`src/rtl/fwperiph_dma_xfer_engine_if.sv`:
```
// Memory-initiator bus of the fwperiph DMA: single-outstanding valid/ready
// request channel plus a response strobe carrying read data or a write ack.
interface fwperiph_dma_xfer_engine_if #(
  parameter int ADDR_W = 32,
  parameter int DATA_W = 32
);
  logic              mem_req_valid;
  logic              mem_req_ready;
  logic              mem_req_we;
  logic [ADDR_W-1:0] mem_req_addr;
  logic [DATA_W-1:0] mem_req_wdata;
  logic              mem_rsp_valid;
  logic [DATA_W-1:0] mem_rsp_rdata;

  modport master (
    output mem_req_valid, mem_req_we, mem_req_addr, mem_req_wdata,
    input  mem_req_ready, mem_rsp_valid, mem_rsp_rdata
  );

  modport slave (
    input  mem_req_valid, mem_req_we, mem_req_addr, mem_req_wdata,
    output mem_req_ready, mem_rsp_valid, mem_rsp_rdata
  );
endinterface

```
`src/rtl/fwperiph_dma_xfer_engine.sv`:
```
// Four-channel DMA transfer engine: round-robin grants of up to BURST_LEN
// words, each word moved as one read then one write on the memory bus.
module fwperiph_dma_xfer_engine #(
  parameter int ADDR_W    = 32,
  parameter int DATA_W    = 32,
  parameter int CNT_W     = 16,
  parameter int BURST_LEN = 4
) (
  input  logic                  clock,
  input  logic                  reset_n,
  input  logic [3:0]            chan_start,
  input  logic [4*ADDR_W-1:0]   chan_src,
  input  logic [4*ADDR_W-1:0]   chan_dst,
  input  logic [4*CNT_W-1:0]    chan_cnt,
  output logic [3:0]            chan_busy,
  output logic [3:0]            chan_done,
  fwperiph_dma_xfer_engine_if.master mem
);

  localparam int BC_W = $clog2(BURST_LEN + 1);
  localparam logic [ADDR_W-1:0] STRIDE = ADDR_W'(DATA_W / 8);

  typedef enum logic [2:0] {ARB, RD_REQ, RD_WAIT, WR_REQ, WR_WAIT} state_t;

  state_t            state;
  logic [1:0]        rr_ptr;
  logic [1:0]        grant;
  logic [1:0]        pick;
  logic              pick_vld;
  logic [BC_W-1:0]   burst_cnt;
  logic [BC_W-1:0]   burst_nxt;
  logic [ADDR_W-1:0] cur_src   [4];
  logic [ADDR_W-1:0] cur_dst   [4];
  logic [CNT_W-1:0]  remaining [4];
  logic              word_ack;
  logic              last_word;

  assign word_ack  = (state == WR_WAIT) && mem.mem_rsp_valid;
  assign last_word = (remaining[grant] == CNT_W'(1));
  assign burst_nxt = burst_cnt + BC_W'(1);

  // First eligible channel at or after rr_ptr; zero-count channels never qualify.
  always_comb begin
    pick_vld = 1'b0;
    pick     = rr_ptr;
    for (int k = 0; k < 4; k++) begin
      if (!pick_vld && chan_busy[rr_ptr + 2'(k)] &&
          (remaining[rr_ptr + 2'(k)] != '0)) begin
        pick_vld = 1'b1;
        pick     = rr_ptr + 2'(k);
      end
    end
  end

  // Working registers are pure datapath; busy gates whether they mean anything.
  always_ff @(posedge clock) begin
    for (int i = 0; i < 4; i++) begin
      if (chan_start[i] && !chan_busy[i]) begin
        cur_src[i]   <= chan_src[i*ADDR_W +: ADDR_W];
        cur_dst[i]   <= chan_dst[i*ADDR_W +: ADDR_W];
        remaining[i] <= chan_cnt[i*CNT_W +: CNT_W];
      end else if (word_ack && (grant == 2'(i))) begin
        cur_src[i]   <= cur_src[i] + STRIDE;
        cur_dst[i]   <= cur_dst[i] + STRIDE;
        remaining[i] <= remaining[i] - CNT_W'(1);
      end
    end
  end

  always_ff @(posedge clock or negedge reset_n) begin
    if (!reset_n) begin
      state             <= ARB;
      rr_ptr            <= 2'd0;
      grant             <= 2'd0;
      burst_cnt         <= '0;
      chan_busy         <= 4'd0;
      chan_done         <= 4'd0;
      mem.mem_req_valid <= 1'b0;
      mem.mem_req_we    <= 1'b0;
      mem.mem_req_addr  <= '0;
      mem.mem_req_wdata <= '0;
    end else begin
      for (int i = 0; i < 4; i++) begin
        chan_done[i] <= 1'b0;
        if (chan_start[i] && !chan_busy[i]) begin
          chan_busy[i] <= 1'b1;
        end else if (chan_busy[i] && (remaining[i] == '0)) begin
          // zero-count start: retire without ever being granted
          chan_busy[i] <= 1'b0;
          chan_done[i] <= 1'b1;
        end else if (word_ack && (grant == 2'(i)) && last_word) begin
          chan_busy[i] <= 1'b0;
          chan_done[i] <= 1'b1;
        end
      end

      case (state)
        ARB: begin
          if (pick_vld) begin
            grant             <= pick;
            rr_ptr            <= pick + 2'd1;
            burst_cnt         <= '0;
            state             <= RD_REQ;
            mem.mem_req_valid <= 1'b1;
            mem.mem_req_we    <= 1'b0;
            mem.mem_req_addr  <= cur_src[pick];
          end
        end
        RD_REQ: begin
          if (mem.mem_req_ready) begin
            mem.mem_req_valid <= 1'b0;
            state             <= RD_WAIT;
          end
        end
        RD_WAIT: begin
          if (mem.mem_rsp_valid) begin
            mem.mem_req_wdata <= mem.mem_rsp_rdata;
            mem.mem_req_addr  <= cur_dst[grant];
            mem.mem_req_we    <= 1'b1;
            mem.mem_req_valid <= 1'b1;
            state             <= WR_REQ;
          end
        end
        WR_REQ: begin
          if (mem.mem_req_ready) begin
            mem.mem_req_valid <= 1'b0;
            state             <= WR_WAIT;
          end
        end
        WR_WAIT: begin
          if (mem.mem_rsp_valid) begin
            burst_cnt <= burst_nxt;
            if (last_word || (burst_nxt == BC_W'(BURST_LEN))) begin
              state <= ARB;
            end else begin
              // cur_src advances on this same edge, so issue the next address directly
              state             <= RD_REQ;
              mem.mem_req_valid <= 1'b1;
              mem.mem_req_we    <= 1'b0;
              mem.mem_req_addr  <= cur_src[grant] + STRIDE;
            end
          end
        end
        default: state <= ARB;
      endcase
    end
  end

endmodule

```
`src/flat_wrapper.sv`:
```
// flat-port wrapper written by rule: the top's interface ports become plain ports
module fwperiph_dma_xfer_engine_flat 
#(
  parameter int ADDR_W    = 32,
  parameter int DATA_W    = 32,
  parameter int CNT_W     = 16,
  parameter int BURST_LEN = 4
)
  (clock, reset_n, chan_start, chan_src, chan_dst, chan_cnt, chan_busy, chan_done, mem_mem_req_valid, mem_mem_req_we, mem_mem_req_addr, mem_mem_req_wdata, mem_mem_req_ready, mem_mem_rsp_valid, mem_mem_rsp_rdata);
  fwperiph_dma_xfer_engine_if #(.ADDR_W(ADDR_W), .DATA_W(DATA_W)) mem_i ();
  input  logic clock;
  input  logic reset_n;
  input  logic [3:0] chan_start;
  input  logic [4*ADDR_W-1:0] chan_src;
  input  logic [4*ADDR_W-1:0] chan_dst;
  input  logic [4*CNT_W-1:0] chan_cnt;
  output logic [3:0] chan_busy;
  output logic [3:0] chan_done;
  output wire logic [$bits(mem_i.mem_req_valid)-1:0] mem_mem_req_valid;
  output wire logic [$bits(mem_i.mem_req_we)-1:0] mem_mem_req_we;
  output wire logic [$bits(mem_i.mem_req_addr)-1:0] mem_mem_req_addr;
  output wire logic [$bits(mem_i.mem_req_wdata)-1:0] mem_mem_req_wdata;
  input wire logic [$bits(mem_i.mem_req_ready)-1:0] mem_mem_req_ready;
  input wire logic [$bits(mem_i.mem_rsp_valid)-1:0] mem_mem_rsp_valid;
  input wire logic [$bits(mem_i.mem_rsp_rdata)-1:0] mem_mem_rsp_rdata;
  assign mem_mem_req_valid = mem_i.mem_req_valid;
  assign mem_mem_req_we = mem_i.mem_req_we;
  assign mem_mem_req_addr = mem_i.mem_req_addr;
  assign mem_mem_req_wdata = mem_i.mem_req_wdata;
  assign mem_i.mem_req_ready = mem_mem_req_ready;
  assign mem_i.mem_rsp_valid = mem_mem_rsp_valid;
  assign mem_i.mem_rsp_rdata = mem_mem_rsp_rdata;
  fwperiph_dma_xfer_engine #(.ADDR_W(ADDR_W), .DATA_W(DATA_W), .CNT_W(CNT_W), .BURST_LEN(BURST_LEN)) u_core (.clock(clock), .reset_n(reset_n), .chan_start(chan_start), .chan_src(chan_src), .chan_dst(chan_dst), .chan_cnt(chan_cnt), .chan_busy(chan_busy), .chan_done(chan_done), .mem(mem_i));
endmodule
```
`config.mk`:
```
export PLATFORM = sky130hd
export DESIGN_NAME = fwperiph_dma_xfer_engine_flat
export DESIGN_NICKNAME = d
export VERILOG_FILES = /design/src/rtl/fwperiph_dma_xfer_engine_if.sv /design/src/rtl/fwperiph_dma_xfer_engine.sv /design/src/flat_wrapper.sv
export SDC_FILE = /design/constraint.sdc
export NUM_CORES = 1
export LEC_CHECK = 0
export ABC_AREA = 1
export BUFFER_PORTS_ARGS = -buffer_cell sky130_fd_sc_hd__buf_2
export CAP_MARGIN = 25
export CORE_ASPECT_RATIO = 0.7
export CORE_MARGIN = 3
export CORE_UTILIZATION = 40
export DETAILED_ROUTE_END_ITERATION = 10
export GPL_TIMING_DRIVEN = 0
export HOLD_SLACK_MARGIN = 0.12
export PLACE_DENSITY = 0.57
export SYNTH_ARGS = -nofsm -noshare
export SYNTH_HDL_FRONTEND = slang
export SYNTH_SLANG_ARGS = --single-unit
```
`constraint.sdc`:
```
create_clock -name clock -period 8 [get_ports clock]
set_input_delay 0.4 -clock clock [delete_from_list [all_inputs] [get_ports clock]]
set_output_delay 0.4 -clock clock [all_outputs]
set_load 0.02 [all_outputs]
```
# Yosys cells after proc, flatten, opt, wreduce, memory -nomap -nowiden
# Memory sizes are Yosys's and may differ from the RTL's.
# Index checks and enable logic that the tools add are counted.
[classes]
add_sub_neg = 18
n_lt_le_gt_ge = 4
n_eq_ne = 16
muxes = 96
bitwise = 12
reduce_logical = 56
[op_table]
columns = ["op", "count"]
rows = [
  ["two-way mux 32 bit", 12],
  ["adder 32 x 3 -> 32 bit, second input constant", 9],
  ["one-hot mux 32 bit (3 select lines)", 1],
  ["zero test 16 bit", 4],
  ["two-way mux 16 bit", 4],
  ["nonzero test 16 bit", 4],
  ["subtractor 16 x 1 -> 16 bit, second input constant", 4],
  ["two-way mux 1 bit", 61],
  ["logical AND 1 bit", 24],
  ["two-way mux 3 bit", 7],
  ["== test 16 x 1 -> 1 bit, second input constant", 1],
  ["one-hot mux 3 bit (5 select lines)", 1],
  ["nonzero test 3 bit", 5],
  ["< comparator 2 x 3 -> 1 bit, second input constant", 4],
  ["OR 1 bit", 12],
  ["!= test 2 bit, second input constant", 5],
  ["AND reduction 5 bit", 2],
  ["binary-select mux 1 bit (select 2 bit)", 4],
  ["zero test 1 bit", 7],
  ["== test 3 x 2 -> 1 bit, second input constant", 2],
  ["== test 3 bit, second input constant", 2],
  ["two-way mux 2 bit", 3],
  ["one-hot mux 3 bit (2 select lines)", 1],
  ["AND reduction 6 bit", 1],
  ["17 further kinds", 22],
]
[totals]
ff_bits = 84
ramBits = 320
inputBits = 360
output_inout_bits = 74
word_cells = 218
memories = 3
[memory_table]
columns = ["memory", "words", "word_bits", "read_ports", "rd_clocked_by_memory_dff", "wr", "line", "source"]
rows = [
  ["u_core.cur_dst", 4, 32, 5, 0, 4, "fwperiph_dma_xfer_engine.sv:33", "logic [ADDR_W-1:0] cur_dst [4];"],
  ["u_core.cur_src", 4, 32, 6, 0, 4, "fwperiph_dma_xfer_engine.sv:32", "logic [ADDR_W-1:0] cur_src [4];"],
  ["u_core.remaining", 4, 16, 9, 0, 4, "fwperiph_dma_xfer_engine.sv:34", "logic [CNT_W-1:0] remaining [4];"],
]

# Longest topological paths before layout
# Gate-level depths: netlist of run 1.
# An unclocked memory read counts as a cell.
[logic_depth]
word_depth = 19
ltp_mapped = 25
mapped_depth_nobuf = 22

# Least setup slack after synthesis of run 1
# Ideal clock, no wire load.
[synth_timing]
path_kind = "flip-flop to flip-flop"
startpoint = "reg u_core.chan_busy[3]"
endpoint = "mem u_core.cur_dst[3][10], enable pin"
setup_time_ns = 0.615
t_arrival_ns = 5.883
required_ns = 7.385
setup_slack_ns = 1.502
stages_incl_launch_ff = 2
path_buffers = 0
synth_period_minus_slack_ns = 6.498
cell_sequence = "dfrtp_1 > o21ai_0"
[synth_rtl]
columns = ["item", "line", "source"]
rows = [
  ["from (decl)", "fwperiph_dma_xfer_engine.sv:15", "output logic [3:0] chan_busy,"],
  ["from (signal assigned)", "fwperiph_dma_xfer_engine.sv:76", "chan_busy <= 4'd0;"],
  ["from (signal, indexed assignment)", "fwperiph_dma_xfer_engine.sv:86", "chan_busy[i] <= 1'b1;"],
  ["from (signal, indexed assignment)", "fwperiph_dma_xfer_engine.sv:89", "chan_busy[i] <= 1'b0;"],
  ["to (decl)", "fwperiph_dma_xfer_engine.sv:33", ""],
]

# Worst setup path after layout of run 1
[layout_timing]
startpoint = "reg u_core.grant[1]"
endpoint = "reg u_core.mem.mem_req_addr[26]"
[layout_via]
elab_chain_cells = 5
word_cells_on_any_way = 12
classes_between = "add/sub (1); eq/ne (2); mux (4); reduce/logical (2); memory (3)"
[layout_rtl]
columns = ["item", "line", "source"]
rows = [
  ["from (decl)", "fwperiph_dma_xfer_engine.sv:27", "logic [1:0] grant;"],
  ["from (signal assigned)", "fwperiph_dma_xfer_engine.sv:100", "grant <= pick;"],
  ["memory (4 x 32 bit) / memory (4 x 16 bit) (equally long branches)", "-", ""],
  ["adder 32 x 3 -> 32 bit / == test 16 x 1 -> 1 bit (equally long branches)", "fwperiph_dma_xfer_engine.sv:140, fwperiph_dma_xfer_engine.sv:39", ""],
  ["two-way mux 32 bit / logical OR 1 bit (equally long branches)", "fwperiph_dma_xfer_engine.sv:133", "if (last_word || (burst_nxt == BC_W'(BURST_LEN))) begin"],
  ["two-way mux 32 bit / != test 2 bit (equally long branches)", "-", ""],
  ["one-hot mux 32 bit (3 select lines) / AND reduction 5 bit (equally long branches)", "-", ""],
  ["to (signal assigned)", "fwperiph_dma_xfer_engine.sv:106", "mem.mem_req_addr <= cur_src[pick];"],
  ["to (signal assigned)", "fwperiph_dma_xfer_engine.sv:118", "mem.mem_req_addr <= cur_dst[grant];"],
  ["to (signal assigned)", "fwperiph_dma_xfer_engine.sv:140", "mem.mem_req_addr <= cur_src[grant] + STRIDE;"],
  ["to (decl)", "fwperiph_dma_xfer_engine_if.sv:16", "output mem_req_valid, mem_req_we, mem_req_addr, mem_req_wdata,"],
]
# Parallel ways exist; a longest one is shown, timed or not. The select of a mux whose other input is x is not followed.
# A chain may end at the register's enable or synchronous reset.

==> impl_metrics.env, run 1 <==
export IMPL_status="complete, no violations"
export IMPL_synth_edf_count=320
export IMPL_netlist_area_um2=27200
export IMPL_die_area_um2=71210
export IMPL_combPwrFrac_pct=46.9
export IMPL_synth_top_area_share_pct=35.33
export IMPL_place_ws_ns=3.971
export IMPL_max_cap_violations=0
export IMPL_syn_num_nets=3985
export IMPL_track_usage_pct=31.97
export IMPL_cp_end_kind="register"
export IMPL_timing_hold_ws_ns=0.1280
export IMPL_placed_cell_area_um2=30830
export IMPL_maxSlewHeadroom_pct=23.66
export IMPL_wirelength_um=118500
export IMPL_hpwlAfterDp_um=92470
export IMPL_core_um2=66920
export IMPL_yosysTopAreaCell="edfxtp_1"
export IMPL_worst_skew_pair_late_latency_ns=0.61
export IMPL_pwr_share_clk_pct=24.2
export IMPL_vias=29165
export IMPL_utilization_pct=53.16
export IMPL_ys_ff_latch=404
export IMPL_drive_above_1_share_pct=13.99
export IMPL_post_cts_buffers=0
export IMPL_tightestPinTransition_ns=1.133
export IMPL_synth_most_common_cell="nand2_1"
export IMPL_report_final_slew_viol_count=0
export IMPL_setup_viol=0
export IMPL_clock_sinks=404
export IMPL_ys_top_cells_by_area="edfxtp_1 (35%), nand2_1 (17%), dfrtp_1 (7.7%), o21ai_0 (5.4%), xor2_1 (5.0%)"
export IMPL_clk_pin_slew_ns=0.07
export IMPL_vdd_drop_max_mv=0.1665
export IMPL_synth_avg_cell_area_um2=7.535
export IMPL_overflow=0
export IMPL_postSynth_asyncResetShare_pct=20.79
export IMPL_pwr_share_seq_pct=29.0
export IMPL_p_switching_mw=4.157
export IMPL_fmax_ghz=0.2305
export IMPL_finalCriticalPeriod_ns=4.339
export IMPL_skew_ns=0.02479
export IMPL_synthFlopType="edfxtp_1"
export IMPL_switching_share_pct=44.60
export IMPL_drt_drc_violations_left=0
export IMPL_htreeDepth=2
export IMPL_antenna_found_initial=3
export IMPL_cp_required_ns=8.47
export IMPL_antenna_left=0
export IMPL_syn_to_final_growth_pct=30.79
export IMPL_clockBufferDepth=3
export IMPL_grt_max_degree=50
export IMPL_setup_tns_ns=0
export IMPL_fp_dieH_um=224.2
export IMPL_first_pass_iters=5
export IMPL_setup_slack_ns=3.661
export IMPL_power_density_nw_per_um2=262.0
export IMPL_io_buffers=433
export IMPL_timing_final_crit_share_pct=54.23
export IMPL_final_nets=4799
export IMPL_final_cell_area_um2=35580
export IMPL_drtIter0Drc=3461
export IMPL_synth_distinct_cells=61
export IMPL_seq_area_frac_synth_pct=43.06
export IMPL_root_buffer="clkbuf_16"
export IMPL_rsz0062_at_grt="no"
export IMPL_hold_viol=0
export IMPL_first_global_vias=27348
export IMPL_p_int_mw=5.162
export IMPL_rows=79
export IMPL_ioPinCount=434
export IMPL_yosysWarnings=0
export IMPL_min_path_type="in -> reg"
export IMPL_leakagePower_nw=15.72
export IMPL_arrival_ns=4.81
export IMPL_syn_instance_count=3610
export IMPL_gp_congestion=1.010
export IMPL_fp_dieW_um=317.7
export IMPL_start_util_pct=40.65
export IMPL_cts_repair_resized=0
export IMPL_wl_per_cell_um=22.15
export IMPL_yosys_top_cells_count="nand2_1 (1206), inv_1 (345), edfxtp_1 (320)"
export IMPL_cts_buffers=47
export IMPL_grt_pass1_wl_um=171100
export IMPL_crit_fanout=10
export IMPL_path_class="reg -> reg"
export IMPL_cp_start_kind="register"
export IMPL_via_per_inst=5.449
export IMPL_cts_tree="yes"
metrics by stage:
stage | instances | total power [mW]
floorplan | 3610 | 5.204
global placement | 4934 | 6.814
detailed placement | 4947 | 6.819
CTS | 5350 | 9.190
global route | 5350 | 9.728
finish | 5352 | 9.319
layout make-up:
type / instances / area (um2)
tap: 891 / 1115
clock buffer: 61 / 1323
inverter: 350 / 1316
multi-input combinational: 2712 / 13530
sequential: 404 / 11710
clock inverter: 23 / 225.2
buffer: 144 / 688.2
antenna: 2 / 5.005
fill: 6571 / 31340
timing repair buffer: 765 / 5663
power by group through the flow:
stage               clock [mW]  combinational, mW  sequential, mW
global placement             0               4.07            2.74
global route              2.35               4.66            2.72
detailed placement           0               4.09            2.73
CTS                       2.27               4.23            2.69
finish                    2.25               4.37            2.70
floorplan                    0               2.30            2.90
kinds of logic (layout without fill, tap and decap cells):
group                      count (synthesis)  count (layout)  synth area share (%)
and+or+nand+nor                         1871            1871                 28.39
AOI/OAI and AO/OA                        608             608                 13.11
buffers and inverters                    494            1343                 7.369
DFF                                      404             404                 43.06
xor gates and xnor gates                 185             185                 6.026
muxes                                     33              33                 1.362
adders and majority gates                 15              15                0.6900
other                                      0               2                     0
sequential cells by signal (all words and copies together) (netlist names):
name                      flops
u_core.burst_cnt              3
u_core.chan_busy              4
u_core.chan_done              4
u_core.cur_dst              128
u_core.cur_src              128
u_core.grant                  2
u_core.mem.mem_req_addr      32
u_core.mem.mem_req_valid      1
u_core.mem.mem_req_wdata     32
u_core.mem.mem_req_we         1
u_core.remaining             64
u_core.rr_ptr                 2
u_core.state                  3
what timing repair did:
item | 4_1_cts | 5_1_grt
hold buffers | 319 | 0
endpoints found under the setup margin | 0 | 0
hold endpoints to repair | 353 | 0
critical path, cell delays in order, from the launching register on:
cell and delay [ns]:
dfrtp_1 0.42, nand2_1 0.12, clkbuf_1 0.54, clkbuf_1 0.67, clkbuf_1 0.48, o22ai_1 0.32
a221oi_1 0.76, o2111ai_1 0.52, nor2_1 0.27, a21boi_1 0.10
cells in the final DEF (no fill, tap or decap), types with 30 or more instances in the layout:
cell type         n
a21oi_1          65
mux2_2           32
clkbuf_1        103
clkbuf_16        50
dlygate4sd3_1   319
xnor2_1          30
a22oi_1          31
nor2_1          300
o21ai_1          44
o22ai_1          47
buf_2           451
a21boi_1         31
nor3_1          109
nand4_1          52
dfrtp_1          84
nand3_1         134
nand2_1        1206
xor2_1          154
edfxtp_1        320
inv_1           345
o21ai_0         287
worst paths after layout:
check / from / endpoint / slack (ns) / cells past startpoint
max in group asynchronous: reset_n / u_core.mem.mem_req_addr[28]$_DFFE_PN0P_ / 6.92 / 3
hold reg to reg: u_core.mem.mem_req_addr[31]$_DFFE_PN0P_ / u_core.mem.mem_req_addr[31]$_DFFE_PN0P_ / 0.48 / 2
setup reg to reg: u_core.grant[1]$_DFFE_PN0P_ / u_core.mem.mem_req_addr[26]$_DFFE_PN0P_ / 3.66 / 9
setup / recovery: u_core.grant[1]$_DFFE_PN0P_ / u_core.mem.mem_req_addr[26]$_DFFE_PN0P_ / 3.66 / 9
hold / removal: chan_src[19] / u_core.cur_src[0][19]$_DFFE_PP_ / 0.13 / 3
min in group asynchronous: reset_n / u_core.mem.mem_req_wdata[4]$_DFFE_PN0P_ / 0.34 / 2
metal layers:
layer	wire, um	up-vias	track usage, %
met1	50800	13779	44.64
met3	11370	223	6.539
li1	-	13699	-
met5	0	-	0
met2	51300	1464	48.68
met4	5077	0	12.90
No activity file was read; power rests on OpenSTA's default activity.
==> inputs of run 2 (changes only) <==
Settings changed: PLACE_DENSITY 0.57 to 0.59.
Clock period 8 ns to 3.5 ns, I/O delays scaled along.
==> impl_metrics.env, run 2 (synthesis gave the netlist of run 1 again) <==
export IMPL_final_nets=4849
export IMPL_fp_dieW_um=317.7
export IMPL_via_per_inst=5.496
export IMPL_fp_dieH_um=224.2
export IMPL_p_int_mw=11.66
export IMPL_rows=79
export IMPL_timing_hold_ws_ns=0.2735
export IMPL_cp_required_ns=3.97
export IMPL_power_density_nw_per_um2=588.4
export IMPL_antenna_left=0
export IMPL_htreeDepth=2
export IMPL_status="complete, no violations"
export IMPL_arrival_ns=3.91
export IMPL_hpwlAfterDp_um=92880
export IMPL_die_area_um2=71210
export IMPL_wirelength_um=120700
export IMPL_cp_slowest_stage_delay_ns=0.55
export IMPL_worst_skew_pair_late_latency_ns=0.61
export IMPL_maxSlewHeadroom_pct=27.33
export IMPL_start_util_pct=40.65
export IMPL_first_global_vias=27807
export IMPL_layout_common_cells="nand2_1 (1205), buf_2 (452), dlygate4sd3_1 (360)"
export IMPL_vias=29694
export IMPL_ioPinCount=434
export IMPL_skew_ns=0.02200
export IMPL_min_path_type="in -> reg"
export IMPL_drtIter0Drc=3868
export IMPL_antenna_found_initial=2
export IMPL_first_pass_iters=8
export IMPL_drive_above_1_share_pct=15.58
export IMPL_root_buffer="clkbuf_16"
export IMPL_mostFrequentLayoutCell="nand2_1"
export IMPL_gp_congestion=1.007
export IMPL_timing_final_crit_share_pct=98.07
export IMPL_clk_pin_slew_ns=0.07
export IMPL_p_switching_mw=9.646
export IMPL_track_usage_pct=32.58
export IMPL_grt_max_degree=52
export IMPL_wl_per_cell_um=22.35
export IMPL_switching_share_pct=45.28
export IMPL_crit_fanout=10
export IMPL_grt_pass1_wl_um=174800
export IMPL_clockBufferDepth=3
export IMPL_crit_slowest_cell="clkbuf_1"
export IMPL_max_cap_violations=0
export IMPL_pwr_share_clk_pct=22.6
export IMPL_tightestPinTransition_ns=1.090
export IMPL_core_um2=66920
export IMPL_hold_viol=0
export IMPL_combPwrFrac_pct=48.3
export IMPL_cts_buffers=46
export IMPL_fmax_ghz=0.2913
export IMPL_path_class="reg -> reg"
export IMPL_cp_end_kind="register"
export IMPL_report_final_slew_viol_count=0
export IMPL_drt_drc_violations_left=0
export IMPL_cts_tree="yes"
export IMPL_setup_viol=0
export IMPL_total_power_mw=21.31
export IMPL_clock_sinks=404
export IMPL_overflow=0
export IMPL_pwr_share_seq_pct=29.1
export IMPL_finalCriticalPeriod_ns=3.432
export IMPL_vdd_drop_max_mv=0.4185
export IMPL_utilization_pct=54.11
export IMPL_leakagePower_nw=16.00
export IMPL_syn_to_final_growth_pct=33.12
export IMPL_io_buffers=433
export IMPL_cp_cell_sequence="inv_1 -> nand2_1 -> clkbuf_2 -> clkbuf_1 -> o22ai_1 -> a221oi_2 -> o2111ai_1 -> nor2_1 -> a21boi_1"
export IMPL_cp_start_kind="register"
export IMPL_num_fill_cells=6412
export IMPL_largestRegisters="u_core.cur_dst (128), u_core.cur_src (128), u_core.remaining (64)"
[run 2: cell count changes in the layout (fill, tap and decap cells not counted), moves of 7 or more]
cell / delta
o21ai_1: +8
nor3_2: +9
nor2_2: +10
clkinv_1: -7
o21ai_0: -12
clkbuf_2: +27
clkbuf_1: -20
buf_4: +12
dlygate4sd3_1: +41
nor2_1: -14
nor3_1: -11
[run 2: final timing paths]
path                            depth (start not counted)  slack [ns]                                     from                                  endpoint
worst max-delay path                                    9        0.07              u_core.grant[0]$_DFFE_PN0P_   u_core.mem.mem_req_addr[26]$_DFFE_PN0P_
worst min-delay path                                    2        0.27                             chan_dst[32]            u_core.cur_dst[1][0]$_DFFE_PP_
worst max register to register                          9        0.07              u_core.grant[0]$_DFFE_PN0P_   u_core.mem.mem_req_addr[26]$_DFFE_PN0P_
worst min register to register                          2        0.48  u_core.mem.mem_req_addr[31]$_DFFE_PN0P_   u_core.mem.mem_req_addr[31]$_DFFE_PN0P_
max in group asynchronous                               4        2.47                                  reset_n   u_core.mem.mem_req_addr[29]$_DFFE_PN0P_
min in group asynchronous                               4        0.69                                  reset_n  u_core.mem.mem_req_wdata[13]$_DFFE_PN0P_
[run 2: timing repair]
| item | 4_1_cts | 5_1_grt |
|---|---|---|
| hold buffers | 361 | 0 |
| pin swaps | 0 | 2 |
| endpoints found under the setup margin | 158 | 245 |
| buffers inserted | 2 | 8 |
| gates resized for setup | 33 | 105 |
| gates cloned | 0 | 0 |
| hold endpoints to repair | 451 | 0 |
[run 2: layer usage]
| layer | track usage (%) | share of wire [%] |
|---|---|---|
| met3 | 5.266 | 9.2 |
| met5 | 0 | 0 |
| met2 | 49.17 | 43 |
| met4 | 15.04 | 4.9 |
| met1 | 45.96 | 43 |
[run 2: cell type report]
class | count | area (um2) | share of cell area [%]
multi-input cells | 2712 | 13750 | 37.97
flip-flops and latches | 404 | 11710 | 32.34
repair buffers | 816 | 6141 | 16.96
inverters | 350 | 1326 | 3.663
clock buffers | 71 | 1306 | 3.608
well taps | 891 | 1115 | 3.079
plain buffers | 144 | 749.5 | 2.070
clock inverters | 14 | 106.4 | 0.2937
diodes | 1 | 2.502 | 0.006911
[run 2: power groups by stage]
stage	Combinational, mW	Clock, mW	Sequential [mW]
after CTS	9.81	4.87	6.17
after detailed placement	9.36	0	6.26
after floorplan	5.26	0	6.62
after global routing	11.0	5.02	6.23
after global placement	9.30	0	6.26
final	10.3	4.82	6.20
[run 2: critical path, delay by kind of cell, from the launching register on]
family	cells	cell delay, ns
compound gates	4	1.44
simple gates	2	0.46
flops	1	0.38
buf+inv	3	1.00
[run 2: per-stage QoR]
step	instance area, um2	setup WS [ns]	setup TNS, ns	instances
after floorplan	27210	0.5103	0	3610
after global placement	30500	-0.7108	-216.96	4934
after detailed placement	30800	-0.7021	-36.49	4946
after CTS	35940	0.03558	0	5394
after global routing	36200	-0.01161	-0.01161	5402
final	36210	0.06768	0	5403
